==> config.mk <==
export PLATFORM = sky130hd
export DESIGN_NAME = uart_rx_core
export DESIGN_NICKNAME = d
export VERILOG_FILES = /design/src/rtl/uart_rx_core.sv
export SDC_FILE = /design/constraint.sdc
export NUM_CORES = 1
export LEC_CHECK = 0
export ABC_CLOCK_PERIOD_IN_PS = 3100
export CORE_MARGIN = 2
export CORE_UTILIZATION = 31
export DETAILED_ROUTE_END_ITERATION = 8
export PLACE_DENSITY = 0.45
export SLEW_MARGIN = 0
export SYNTH_ARGS = -nofsm -noshare
export SYNTH_HDL_FRONTEND = slang
export SYNTH_SLANG_ARGS = --single-unit
==> constraint.sdc <==
create_clock -name clk -period 3.1 [get_ports clk]
set_input_delay 0.31 -clock clk [delete_from_list [all_inputs] [get_ports clk]]
set_output_delay 0.31 -clock clk [all_outputs]
set_load 0.01 [all_outputs]
==> src/rtl/uart_rx_core.sv <==
// UART 8N1 receive front end: synchronizes rx, samples bit centres and delivers each good byte
// with a one-cycle ready strobe; a low stop bit raises frameErr and parks until the line idles.
module uart_rx_core #(
  parameter int CLKS_PER_BIT = 16,
  parameter int CNT_W        = $clog2(CLKS_PER_BIT)
) (
  input  logic       clk,
  input  logic       rst,
  input  logic       rx,
  output logic [7:0] data,
  output logic       ready,
  output logic       frameErr
);

  localparam logic [2:0] StIdle  = 3'd0;
  localparam logic [2:0] StStart = 3'd1;
  localparam logic [2:0] StData  = 3'd2;
  localparam logic [2:0] StStop  = 3'd3;
  localparam logic [2:0] StBreak = 3'd4;

  localparam logic [CNT_W-1:0] HalfLast = CNT_W'((CLKS_PER_BIT - 1) / 2);
  localparam logic [CNT_W-1:0] BitLast  = CNT_W'(CLKS_PER_BIT - 1);

  logic [1:0]       sync_q;
  logic             rx_s;
  logic [2:0]       state_q, state_d;
  logic [CNT_W-1:0] timer_q, timer_d;
  logic [2:0]       idx_q, idx_d;
  logic [7:0]       shift_q, shift_d;
  logic [7:0]       data_q, data_d;
  logic             ready_q, ready_d;
  logic             frame_err_q, frame_err_d;

  // Reset to idle-high so a reset release never looks like a start edge.
  always_ff @(posedge clk or negedge rst) begin
    if (!rst) begin
      sync_q <= 2'b11;
    end else begin
      sync_q <= {sync_q[0], rx};
    end
  end

  assign rx_s = sync_q[1];

  // ready rises 2 + (CLKS_PER_BIT-1)/2 + 9*CLKS_PER_BIT + 2 cycles after the start edge
  // (155 for CLKS_PER_BIT=16).
  always_comb begin
    state_d     = state_q;
    timer_d     = timer_q;
    idx_d       = idx_q;
    shift_d     = shift_q;
    data_d      = data_q;
    ready_d     = 1'b0;
    frame_err_d = 1'b0;
    case (state_q)
      StIdle: begin
        timer_d = '0;
        if (!rx_s) state_d = StStart;
      end
      StStart: begin
        if (timer_q == HalfLast) begin
          timer_d = '0;
          idx_d   = 3'd0;
          state_d = rx_s ? StIdle : StData;
        end else begin
          timer_d = timer_q + CNT_W'(1);
        end
      end
      StData: begin
        if (timer_q == BitLast) begin
          shift_d[idx_q] = rx_s;
          timer_d        = '0;
          idx_d          = idx_q + 3'd1;
          if (idx_q == 3'd7) state_d = StStop;
        end else begin
          timer_d = timer_q + CNT_W'(1);
        end
      end
      StStop: begin
        if (timer_q == BitLast) begin
          timer_d = '0;
          if (rx_s) begin
            data_d  = shift_q;
            ready_d = 1'b1;
            state_d = StIdle;
          end else begin
            frame_err_d = 1'b1;
            state_d     = StBreak;
          end
        end else begin
          timer_d = timer_q + CNT_W'(1);
        end
      end
      StBreak: begin
        timer_d = '0;
        if (rx_s) state_d = StIdle;
      end
      default: begin
        timer_d = '0;
        state_d = StIdle;
      end
    endcase
  end

  always_ff @(posedge clk or negedge rst) begin
    if (!rst) begin
      state_q     <= StIdle;
      timer_q     <= '0;
      idx_q       <= 3'd0;
      shift_q     <= 8'h00;
      data_q      <= 8'h00;
      ready_q     <= 1'b0;
      frame_err_q <= 1'b0;
    end else begin
      state_q     <= state_d;
      timer_q     <= timer_d;
      idx_q       <= idx_d;
      shift_q     <= shift_d;
      data_q      <= data_d;
      ready_q     <= ready_d;
      frame_err_q <= frame_err_d;
    end
  end

  assign data     = data_q;
  assign ready    = ready_q;
  assign frameErr = frame_err_q;

endmodule

# After elaboration in Yosys (flattened, before gate mapping)
# Cells that the tools add are included.
# classes
n_addsub	2
multipliers	0
div	0
magnitude_cmp	2
n_eq_ne	13
shifts	0
muxes	24
bitwise	0
reduce_logical	8
# ops
cell	n
$mux W3	9
$pmux W3 S5	1
$ne A2 B2 Y1 const B	6
$bwmux W8	1
$mux W4	2
$pmux W4 S2	1
$mux W1	7
$eq A3 B2 Y1 const B	2
$eq A3 B3 Y1 const B	2
$pmux W3 S2	1
$reduce_and A3 Y1	2
$reduce_and A6 Y1	1
$add A4 B1 Y4 const B	1
$eq A4 B3 Y1 const B	1
$eq A4 B4 Y1 const B	1
$lt A3 B4 Y1 const B	1
$add A3 B1 Y3 const B	1
$demux W1 S3	1
$eq A3 B1 Y1 const B	1
$ge A3 B1 Y1 const B	1
$logic_not A3 Y1	1
$mux W2	1
$reduce_and A2 Y1	1
$reduce_bool A2 Y1	1
2 further kinds	2
# totals
register_bits	30
latchBits	0
ram_bits	0
romBits	0
in_bits	3
out_inout_bits	10
elab_cells	57
memories	0

# Longest topological paths before layout
# depth
depth_word	5
ltp_mapped	7
depth_no_buf	4

# Worst setup path after synthesis
# No wires, ideal clock.
# synth_path
kind	reg2reg
start	register timer_q[0]
end	register shift_q[2]
setup_time_ns	0.127
arrival_time_ns	1.519
required_time_ns	2.973
slack_ns	1.454
path_stages_with_launch	8
path_buffers	3
period_less_slack_ns	1.646
path_cell_list	dfrtp_1 > ha_1 > buf_2 > and3_1 > buf_4 > buf_4 > nand3_1 > mux2_1
# synth_via
elab_chain_len	2
# synth_lines
item	line_no	text
start, declared	27	logic [CNT_W-1:0] timer_q, timer_d;
start signal, assigned	116	timer_q <= timer_d;
$eq A4 B4 Y1	70	if (timer_q == BitLast) begin
$reduce_and A2 Y1 (no source line)	n/a	
end signal, assigned	118	shift_q <= shift_d;
end, declared	29	logic [7:0] shift_q, shift_d;
# No other way between the ends.
# A chain may end at the register's enable or synchronous reset.

# Final worst setup path
# layout_path
start	register timer_q[0]
end	register data_q[6], in the netlist data[6]
# layout_via
elab_chain_len	2
# layout_lines
item	line_no	text
$eq A4 B4 Y1	80	if (timer_q == BitLast) begin
$reduce_and A3 Y1 (no source line)	n/a	
end signal, assigned	119	data_q <= data_d;
end, declared	30	logic [7:0] data_q, data_d;
# No other way between the ends.

==> run_results.csv <==
group,metric,value,unit
status,status,"complete, no violations",
grt,grt_overflow_total,0,
sta,layout_worst_path_cycle_share,0.655,
clock_network,clkSinkCount,30,
die,die-area,5170,um^2
drt,first_pass_iters,4,
die,die_h,71.9,um
critical_path,critPathKind,"reg -> reg",
die,die_w,71.9,um
sta,slew_violations,0,
power,internal-power,0.000737,W
clock_network,cts-htree-levels,2,
clock_network,clk_latency,0.27,ns
critical_path,worstSetupEndpointType,"flop",
power,power,0.00109,W
drt,num_vias,923,
final_layout,layout.cells.non_filler,181,
drt,wl,2.70,mm
power,p_comb_frac,0.209,
min_path,whs_path_depth,0,
die,core,4410,um^2
sta,slew_headroom,0.630,
sta,skew,0.00538,ns
grt,grt_pass1_vias,917,
clock_network,cts.repair.resized,0,
drt,wire_per_inst,14.9,um
sta,hold-worst-slack,0.357,ns
power,clockPowerShare,0.293,
power,p_leak,0.759,nW
final_layout,drive_gt1_frac,0.132,
final_layout,antenna_cells,0,
die,io_pins,13,
clock_network,clockBufferDepth,2,
final_layout,layout-area-overhead-vs-synth,16.3,%
sta,report.final.setup_viol,0,
synth,synth_cell_types,38,
synth,synth_nets,123,
power,irDropWorstVdd,0.249,mV
synth,netlist_area,1430,um^2
power,swShare,0.325,
sta,period_needed,2.03,ns
critical_path,regToRegSetupSlack,1.07,ns
critical_path,r2r-end,"data[6]",
grt,grt_usage,0.117,
power,powerDensity,657,nW/um^2
sta,rsz0062_at_grt,"no",
sta,max_slew.worst_pin.slew,0.555,ns
synth,yosysWarnings,0,
clock_network,cts_inserted_buffers,5,
critical_path,r2r_cells,4,
placed_design,place_hpwl,1.80,mm
placed_design,dp_cells,173,
clock_network,cts_tree,"built",
clock_network,post_cts_buffers,0,
synth,ys_ff_latch,30,
drt,drtIter0Drc,25,
min_path,hp-start,"sync_q[0]",
sta,finalSetupTns,0,ns
power,power.switching,0.000355,W
grt,antenna_found_initial,0,
placed_design,port_buffers,12,
critical_path,startpoint_type,"flop",
power,seq_power_share,0.498,
sta,fmax,492,MHz
drt,drc,0,
critical_path,critPathMaxFanout,13,
clock_network,ctsHoldBuffers,0,
final_layout,nets,134,
drt,viasPerCell,5.10,
critical_path,cp_data_required_time,3.25,ns
clock_network,clk_pin_slew,0.07,ns
die,initial_core_util,0.324,
drt,final_antenna_net_count,0,
critical_path,cp.arrival,2.18,ns
critical_path,rr_startpoint,"timer_q[0]",
placed_design,gp_congestion,0.730,
synth,synthCells,117,
sta,hold_viol_final,0,
min_path,min-delay-path-class,"reg -> reg",
final_layout,n_fill_cell,437,
grt,grt_max_degree,31,
min_path,hold_end,"sync_q[1]",
grt,grt_pass1_wl,4.62,mm
clock_network,clockRootBuffer,"clkbuf_8",
die,rows,24,
synth,syn_avg_cell_area,12.2,um^2
synth,yosysSeqAreaShare,0.527,
run,drv_cap,0,
worst max-delay path: stages (launching register included):
cell	delay, ns
dfrtp_1	0.38
ha_1	0.32
and3_1	0.53
nand4_4	0.27
mux2_1	0.40
layer usage:
metal	vias to the layer above	share of wire	GRT usage
met3	2	0.027	0.0347
met2	14	0.48	0.176
li1	450	-	-
met5	-	0	0
met4	0	0.0037	0.0377
met1	457	0.49	0.162
area by class of cell:
cell class | count | area [um^2] | area share
sequential | 30 | 753 | 0.453
multi-input combinational | 76 | 618 | 0.372
timing repair buffer | 13 | 128 | 0.0767
clock buffer | 7 | 86.3 | 0.0519
tap | 52 | 65.1 | 0.0391
inverter | 2 | 7.51 | 0.00451
clock inverter | 1 | 5.00 | 0.00301
metrics by stage:
stage                util  instance area (um^2)  setup WS, ns
global route        0.377                  1660         0.955
CTS                 0.377                  1660          1.07
global placement    0.356                  1570          1.21
floorplan               -                  1430          1.45
finish              0.377                  1660          1.07
detailed placement  0.356                  1570          1.08
cell usage after synthesis:
master    number  area (um^2)
and3_1         2         12.5
ha_1           3         37.5
and4b_1        1         10.0
buf_6          1         11.3
nor4b_1        1         8.76
nand4b_1       1         8.76
nor4b_2        1         15.0
o211ai_1       2         15.0
nand4_4        1         21.3
nor2b_1        5         31.3
a31oi_1        1         6.26
a21boi_0       2         15.0
nor2_1         5         18.8
nand4_1        3         18.8
a41oi_1        1         8.76
mux2_2         2         22.5
nand3_1        9         45.0
o21ai_0        1         5.00
inv_1          2         7.51
buf_2          2         10.0
a21oi_1        4         20.0
clkbuf_1       4         15.0
nor3b_1        1         7.51
dfrtp_1       28          701
nand2b_1       1         6.26
dfstp_2        2         52.6
and3b_1        1         8.76
or3b_4         1         11.3
mux2_1        16          180
buf_4          2         15.0
and4bb_2       1         12.5
a211oi_1       2         15.0
nand3b_1       2         15.0
nand2_1        2         7.51
nor3_1         1         5.00
a211oi_2       1         12.5
o21bai_1       1         7.51
xnor2_1        1         8.76
power groups by stage:
stage	registers [W]	clock network (W)	logic (W)
after global placement	0.000546	0	0.000229
after floorplan	0.000480	0	0.000258
after global routing	0.000556	0.000356	0.000261
after CTS	0.000541	0.000335	0.000230
after detailed placement	0.000549	0	0.000227
final	0.000544	0.000320	0.000229
kinds of logic after synthesis:
| family | share of synthesized area |
|---|---|
| buf+inv | 0.0411 |
| mux | 0.142 |
| flops | 0.527 |
| simple gates | 0.185 |
| fa+ha+maj | 0.0262 |
| xor+xnor | 0.00613 |
| compound gates | 0.0735 |
worst max path at each step:
stage | slack [ns] | cells past startpoint | endpoint | from
after floorplan | 1.45 | 7 | shift_q[2] | timer_q[0]
after global routing | 0.96 | 4 | data[6] | timer_q[0]
after CTS | 1.07 | 4 | data[6] | timer_q[0]
final | 1.07 | 4 | data[6] | timer_q[0]
after detailed placement | 1.08 | 4 | data[6] | timer_q[0]
after global placement | 1.21 | 4 | data[1] | timer_q[0]
registers in the layout (all words and copies together) (netlist names):
register	count
idx_q	3
sync_q	2
state_q	3
data	8
ready	1
timer_q	4
frameErr	1
shift_q	8
layout by cell type (no fill, tap or decap), types with 3 or more instances in the layout:
cell             instances
ha_1                     3
nor2_1                   5
nand3_1                  9
dfrtp_1                 28
clkdlybuf4s50_1         12
nor2b_1                  5
nand4_1                  3
mux2_1                  16
a21oi_1                  4
clkbuf_8                 6
Note: power is estimated with default switching activity, not from simulation.
